<file path="src/rtl/lsu_pkg.sv">
// Shared encodings and helpers for the load/store unit memory master.
package lsu_pkg;

  localparam logic [1:0] SZ_B = 2'd0;
  localparam logic [1:0] SZ_H = 2'd1;
  localparam logic [1:0] SZ_W = 2'd2;
  localparam logic [1:0] SZ_D = 2'd3;

  typedef enum logic [1:0] {
    StIdle,
    StIssue,
    StCapt,
    StResp
  } lsu_state_e;

  function automatic logic [3:0] size_bytes(input logic [1:0] size);
    return 4'd1 << size;
  endfunction

endpackage

</file>
<file path="src/rtl/lsu_align.sv">
// Combinational lane steering: store data/mask placement, load extraction and
// extension, and natural-alignment check.
module lsu_align
  import lsu_pkg::*;
(
  input  logic [2:0]  i_offset,
  input  logic [1:0]  i_size,
  input  logic        i_unsigned,
  input  logic [63:0] i_wdata,
  input  logic [63:0] i_rdata,
  output logic [7:0]  o_wmask,
  output logic [63:0] o_wdata,
  output logic [63:0] o_rdata,
  output logic        o_misaligned
);

  logic [3:0]  w_bytes;
  logic [3:0]  w_low_mask;
  logic [5:0]  w_bit_off;
  logic [63:0] w_rshift;

  assign w_bytes    = size_bytes(i_size);
  assign w_low_mask = w_bytes - 4'd1;
  assign w_bit_off  = {i_offset, 3'b000};

  assign o_misaligned = |({1'b0, i_offset} & w_low_mask);
  assign o_wmask      = 8'((16'd1 << w_bytes) - 16'd1) << i_offset;
  assign o_wdata      = i_wdata << w_bit_off;
  assign w_rshift     = i_rdata >> w_bit_off;

  always_comb begin
    o_rdata = w_rshift;
    unique case (i_size)
      SZ_B: o_rdata = i_unsigned ? {56'd0, w_rshift[7:0]}
                                 : {{56{w_rshift[7]}}, w_rshift[7:0]};
      SZ_H: o_rdata = i_unsigned ? {48'd0, w_rshift[15:0]}
                                 : {{48{w_rshift[15]}}, w_rshift[15:0]};
      SZ_W: o_rdata = i_unsigned ? {32'd0, w_rshift[31:0]}
                                 : {{32{w_rshift[31]}}, w_rshift[31:0]};
      SZ_D: o_rdata = w_rshift;
      default: o_rdata = w_rshift;
    endcase
  end

endmodule

</file>
<file path="src/rtl/lsu_mem_master.sv">
// Data-memory initiator: one request in flight, aligned single-cycle memory access,
// registered response with extended load data or a misalignment error.
module lsu_mem_master
  import lsu_pkg::*;
#(
  parameter int unsigned XLEN = 64
) (
  input  logic            i_clk,
  input  logic            i_reset,
  input  logic            i_req_valid,
  output logic            o_req_ready,
  input  logic            i_req_wen,
  input  logic [XLEN-1:0] i_req_addr,
  input  logic [XLEN-1:0] i_req_wdata,
  input  logic [1:0]      i_req_size,
  input  logic            i_req_unsigned,
  output logic            o_resp_valid,
  input  logic            i_resp_ready,
  output logic [XLEN-1:0] o_resp_rdata,
  output logic            o_resp_err,
  output logic            o_mem_valid,
  output logic            o_mem_wen,
  output logic [XLEN-1:0] o_mem_raddr,
  output logic [XLEN-1:0] o_mem_waddr,
  output logic [XLEN-1:0] o_mem_wdata,
  output logic [7:0]      o_mem_wmask,
  input  logic [XLEN-1:0] i_mem_rdata
);

  lsu_state_e r_state, w_state_next;

  logic       r_req_wen;
  logic       r_req_unsigned;
  logic [2:0] r_req_offset;
  logic [1:0] r_req_size;

  logic            r_mem_valid, w_mem_valid_d;
  logic            r_mem_wen, w_mem_wen_d;
  logic [XLEN-1:0] r_mem_addr, w_mem_addr_d;
  logic [XLEN-1:0] r_mem_wdata, w_mem_wdata_d;
  logic [7:0]      r_mem_wmask, w_mem_wmask_d;
  logic            r_resp_valid, w_resp_valid_d;
  logic            r_resp_err, w_resp_err_d;
  logic [XLEN-1:0] r_resp_rdata, w_resp_rdata_d;

  logic            w_idle;
  logic            w_accept;
  logic [2:0]      w_al_offset;
  logic [1:0]      w_al_size;
  logic            w_al_unsigned;
  logic [7:0]      w_al_wmask;
  logic [XLEN-1:0] w_al_wdata;
  logic [XLEN-1:0] w_al_rdata;
  logic            w_misaligned;

  assign w_idle      = (r_state == StIdle);
  assign o_req_ready = w_idle && !i_reset;
  assign w_accept    = i_req_valid && o_req_ready;

  // One aligner serves both phases: live request fields in IDLE, latched ones after.
  assign w_al_offset   = w_idle ? i_req_addr[2:0] : r_req_offset;
  assign w_al_size     = w_idle ? i_req_size      : r_req_size;
  assign w_al_unsigned = w_idle ? i_req_unsigned  : r_req_unsigned;

  lsu_align u_align (
    .i_offset     (w_al_offset),
    .i_size       (w_al_size),
    .i_unsigned   (w_al_unsigned),
    .i_wdata      (i_req_wdata),
    .i_rdata      (i_mem_rdata),
    .o_wmask      (w_al_wmask),
    .o_wdata      (w_al_wdata),
    .o_rdata      (w_al_rdata),
    .o_misaligned (w_misaligned)
  );

  always_ff @(posedge i_clk) begin
    if (i_reset) begin
      r_state <= StIdle;
    end else begin
      r_state <= w_state_next;
    end
  end

  always_comb begin
    w_state_next = r_state;
    unique case (r_state)
      StIdle:  if (w_accept) w_state_next = w_misaligned ? StResp : StIssue;
      StIssue: w_state_next = StCapt;
      StCapt:  w_state_next = StResp;
      StResp:  if (i_resp_ready) w_state_next = StIdle;
      default: w_state_next = StIdle;
    endcase
  end

  always_comb begin
    w_mem_valid_d  = 1'b0;
    w_mem_wen_d    = 1'b0;
    w_mem_addr_d   = '0;
    w_mem_wdata_d  = '0;
    w_mem_wmask_d  = '0;
    w_resp_valid_d = 1'b0;
    w_resp_err_d   = 1'b0;
    w_resp_rdata_d = '0;
    unique case (r_state)
      StIdle: begin
        if (w_accept) begin
          if (w_misaligned) begin
            w_resp_valid_d = 1'b1;
            w_resp_err_d   = 1'b1;
          end else begin
            w_mem_valid_d = 1'b1;
            w_mem_wen_d   = i_req_wen;
            w_mem_addr_d  = {i_req_addr[XLEN-1:3], 3'b000};
            w_mem_wdata_d = w_al_wdata;
            w_mem_wmask_d = w_al_wmask;
          end
        end
      end
      StIssue: begin
      end
      StCapt: begin
        w_resp_valid_d = 1'b1;
        w_resp_rdata_d = r_req_wen ? '0 : w_al_rdata;
      end
      StResp: begin
        if (!i_resp_ready) begin
          w_resp_valid_d = r_resp_valid;
          w_resp_err_d   = r_resp_err;
          w_resp_rdata_d = r_resp_rdata;
        end
      end
      default: begin
      end
    endcase
  end

  always_ff @(posedge i_clk) begin
    if (i_reset) begin
      r_mem_valid  <= 1'b0;
      r_mem_wen    <= 1'b0;
      r_mem_addr   <= '0;
      r_mem_wdata  <= '0;
      r_mem_wmask  <= '0;
      r_resp_valid <= 1'b0;
      r_resp_err   <= 1'b0;
      r_resp_rdata <= '0;
    end else begin
      r_mem_valid  <= w_mem_valid_d;
      r_mem_wen    <= w_mem_wen_d;
      r_mem_addr   <= w_mem_addr_d;
      r_mem_wdata  <= w_mem_wdata_d;
      r_mem_wmask  <= w_mem_wmask_d;
      r_resp_valid <= w_resp_valid_d;
      r_resp_err   <= w_resp_err_d;
      r_resp_rdata <= w_resp_rdata_d;
    end
  end

  always_ff @(posedge i_clk) begin
    if (i_reset) begin
      r_req_wen      <= 1'b0;
      r_req_unsigned <= 1'b0;
      r_req_offset   <= '0;
      r_req_size     <= '0;
    end else if (w_accept) begin
      r_req_wen      <= i_req_wen;
      r_req_unsigned <= i_req_unsigned;
      r_req_offset   <= i_req_addr[2:0];
      r_req_size     <= i_req_size;
    end
  end

  assign o_mem_valid  = r_mem_valid;
  assign o_mem_wen    = r_mem_wen;
  assign o_mem_raddr  = r_mem_addr;
  assign o_mem_waddr  = r_mem_addr;
  assign o_mem_wdata  = r_mem_wdata;
  assign o_mem_wmask  = r_mem_wmask;
  assign o_resp_valid = r_resp_valid;
  assign o_resp_err   = r_resp_err;
  assign o_resp_rdata = r_resp_rdata;

endmodule

</file>
<file path="config.mk">
export PLATFORM = sky130hd
export DESIGN_NAME = lsu_mem_master
export DESIGN_NICKNAME = d
export VERILOG_FILES = /design/src/rtl/lsu_pkg.sv /design/src/rtl/lsu_align.sv /design/src/rtl/lsu_mem_master.sv
export SDC_FILE = /design/constraint.sdc
export NUM_CORES = 1
export LEC_CHECK = 0
export CORE_AREA = 2 2 184 186
export CTS_BUF_LIST = sky130_fd_sc_hd__clkbuf_8
export CTS_CLUSTER_DIAMETER = 100
export DETAILED_ROUTE_END_ITERATION = 10
export DIE_AREA = 0 0 186 188
export HOLD_SLACK_MARGIN = 0.02
export SYNTH_ARGS = -nofsm -noshare
export SYNTH_HDL_FRONTEND = slang
export SYNTH_SLANG_ARGS = --single-unit
export TNS_END_PERCENT = 1
</file>
<file path="constraint.sdc">
create_clock -name i_clk -period 2.72 [get_ports i_clk]
set_input_delay 0.544 -clock i_clk [delete_from_list [all_inputs] [get_ports i_clk]]
set_output_delay 0.544 -clock i_clk [all_outputs]
set_load 0.005 [all_outputs]
</file>
==> impl_metrics.toml <==
[worst_setup_path]
ff2ff_path_depth = 11
required_ns = 2.18
worstSetupStartpointType = "flip-flop"
worstPathArrival_ns = 2.06
reg2reg_from = "r_state[0]"
cp_max_fo = 9
end_kind = "output port"
r2r_slack_ns = 0.16
path_class = "flip-flop to output port"
timing.rr.end = "o_resp_rdata[8]"

[synth]
synth-main-ff-cell = "dfxtp_1"
synth_top_cell_area_share_pct = 39.56
yosysWarnings = 0
synth_cells = 1359
synth.distinct_cells = 63
synth.cell_area_um2 = 10630
yosysTopAreaCell = "dfxtp_1"
ys_seq_area_share_pct = 39.56
ys_ff_latch = 210
async_flop_share_pct = 0
syn_area_per_cell_um2 = 7.819
yosys.cell_count.top_type = "nand2_1"
synth_edf_count = 0
yosys-top-cells-count = "324 x nand2_1, 210 x dfxtp_1, 137 x a21oi_1"
synth_area_leaders = "dfxtp_1 40%, nand2_1 11%, mux2i_1 6.5%"

[power_and_ir_drop]
p_per_area_nw_per_um2 = 953.3
p_leak_nw = 6.797
p_seq_share_pct = 25.0
p_sw_share_pct = 41.22
peakVddDrop_mv = 0.6934
power.internal_mw = 9.319
p_sw_mw = 6.535
p_clk_share_pct = 18.7
combinationalPowerShare_pct = 56.3

[placed_design]
place_area_um2 = 15810
dp_hpwl_um = 35150
io_buffers = 462
gp_congestion = 0.9646

[die]
initial_utilization_pct = 32.09
dieWidth_um = 186
row_count = 67
die_y_um = 188
ios = 469
core_area_um2 = 33110
dieArea_um2 = 34970

[grt]
antenna_found_initial = 7
grt_max_degree = 59
grt_pass1_vias = 11460
grt-ovfl-total = 0
grt_pass1_wl_um = 69320
grtUsageTotal_pct = 25.96

[routing]
antenna_left = 0
finalWirelength_um = 47040
drtIter0Drc = 838
post_drt_wl_per_cell_um = 20.68
drt_pass1_iterations = 5
num_vias = 11890
drc = 0
routed_via_density = 5.225

[clocking]
clk_pin_slew_worst_paths_ns = 0.06
clock_path_buffers = 3
cts_htree_levels = 2
clock_sinks = 210
numCtsBuffers = 38
cts_tree = "built"
clkLatencyLatePin_ns = 0.53
root_buffer = "clkbuf_8"

[finish]
fin_nets = 2000
final_area_um2 = 16630
syn2layout_area_growth_pct = 56.49
nFillCells = 3231
drive_gt1_share_pct = 10.86
fin_util_pct = 50.22

[timing]
max_slew_margin_pct = 50.69
worst_pin_slew_ns = 0.7347
rsz0062_at_grt = "no"
slew_viol_final = 0
setup_violations = 0
fin_skew_ns = 0.02317
timing.fmax_mhz = 384.5
fin_crit_sh_pct = 95.61
final-hold-violation-count = 0
min_period_ns = 2.601

[hold_path]
hp-class = "flip-flop to flip-flop"
holdPathEnd = "o_resp_rdata[6]"
worstHoldStart = "o_resp_rdata[6]"
hold_depth = 2

[outcome]
status = "complete, no violations"

[flow_run]
cap_viol_max_count = 0
sequential cells by signal, summed over array words and instances, names as in the netlist:
register        cells
o_resp_valid        1
o_mem_wdata        64
o_mem_valid         1
o_resp_err          1
r_req_wen           1
o_resp_rdata       64
r_state             2
r_req_unsigned      1
r_req_offset        3
o_mem_wmask         8
o_mem_wen           1
r_req_size          2
o_mem_raddr        61
what timing repair did:
| item | 4_1_cts | 5_1_grt |
|---|---|---|
| gates resized for setup | 4 | 6 |
| pin swaps | 0 | 1 |
| setup buffers | 0 | 0 |
| hold buffers | 0 | 0 |
| setup endpoints to repair | 26 | 25 |
metal layers:
layer	GRT usage (%)	share of wire, %	wire [um]
met5	0	0.085	40
met4	13.11	4.8	2267
met3	6.390	8.7	4086
met2	44.87	49	23240
met1	29.45	37	17410
worst max-delay path, stage by stage (launching register included):
cell and delay (ns):
dfxtp_1 0.32, inv_1 0.11, ha_4 0.21, buf_6 0.17, nor2b_4 0.18, clkdlybuf4s50_1 0.54
placed cells by master (no fill, tap or decap), types with 7 or more instances in the layout:
cell type,instances
and3_1,62
a21boi_0,22
nor3_1,17
a21o_1,7
nand3_1,70
a22oi_1,26
a31oi_1,9
clkbuf_8,50
buf_4,90
o31ai_1,8
mux2i_1,65
dfxtp_1,210
and2_1,8
a221oi_1,15
nor2b_1,8
o21ai_0,34
o211ai_1,8
o32ai_1,9
a21oi_1,137
nor2_1,58
o311a_1,8
inv_1,17
buf_12,11
a31o_2,7
o22ai_1,8
nand2_1,324
clkdlybuf4s50_1,461
logic make-up after synthesis:
family	count (synthesis)	synth area share [%]
flip-flops	210	39.56
adder cells (fa/ha/maj)	3	0.3533
buffers and inverters	179	9.337
AND/OR/NAND/NOR	570	23.86
multiplexers	79	7.936
other	1	0.03529
AO/OA/AOI/OAI	316	18.84
XOR/XNOR	1	0.08244
power groups by stage:
stage | Sequential [mW] | Clock [mW] | Combinational, mW
5_1_grt | 4.03 | 3.18 | 9.58
2_1_floorplan | 3.99 | 0 | 4.77
3_3_place_gp | 4.03 | 0 | 8.67
4_1_cts | 3.97 | 3.04 | 8.83
6_report | 3.97 | 2.96 | 8.92
3_5_place_dp | 4.03 | 0 | 8.75
per-stage QoR:
step           hold slack, ns  worst slack, ns  cells  power [mW]  TNS [ns]
4_1_cts                0.4335          0.01904   2271       15.84         0
3_3_place_gp           0.4402         -0.08287   2205       12.70    -2.159
3_5_place_dp           0.4458          -0.1212   2205       12.78    -3.319
2_1_floorplan          0.4311           0.2131   1364       8.757         0
5_1_grt                0.4716         0.008347   2272       16.79         0
6_report               0.4513           0.1194   2275       15.85         0
how the worst max path moves through the flow:
stage / start / slack (ns) / cells after the start / end
detailed placement: i_req_addr[0] / -0.12 / 8 / o_resp_rdata[42]
finish: r_state[0] / 0.12 / 5 / o_req_ready
CTS: r_state[0] / 0.02 / 5 / o_req_ready
global route: r_state[0] / 0.008 / 5 / o_req_ready
global placement: i_req_addr[0] / -0.08 / 8 / o_resp_rdata[46]
floorplan: r_state[0] / 0.21 / 10 / o_resp_rdata[22]
layout make-up:
cell class / instances / area, um^2 / share of cell area [%]
antenna: 4 / 10.01 / 0.06019
timing repair buffer: 564 / 5527 / 33.23
multi-input combinational: 975 / 5542 / 33.32
sequential: 210 / 4204 / 25.28
clock buffer: 50 / 688.2 / 4.138
tap: 448 / 560.5 / 3.371
clock inverter: 16 / 68.82 / 0.4138
inverter: 8 / 30.03 / 0.1806
Note: power is estimated with default switching activity, not from simulation.
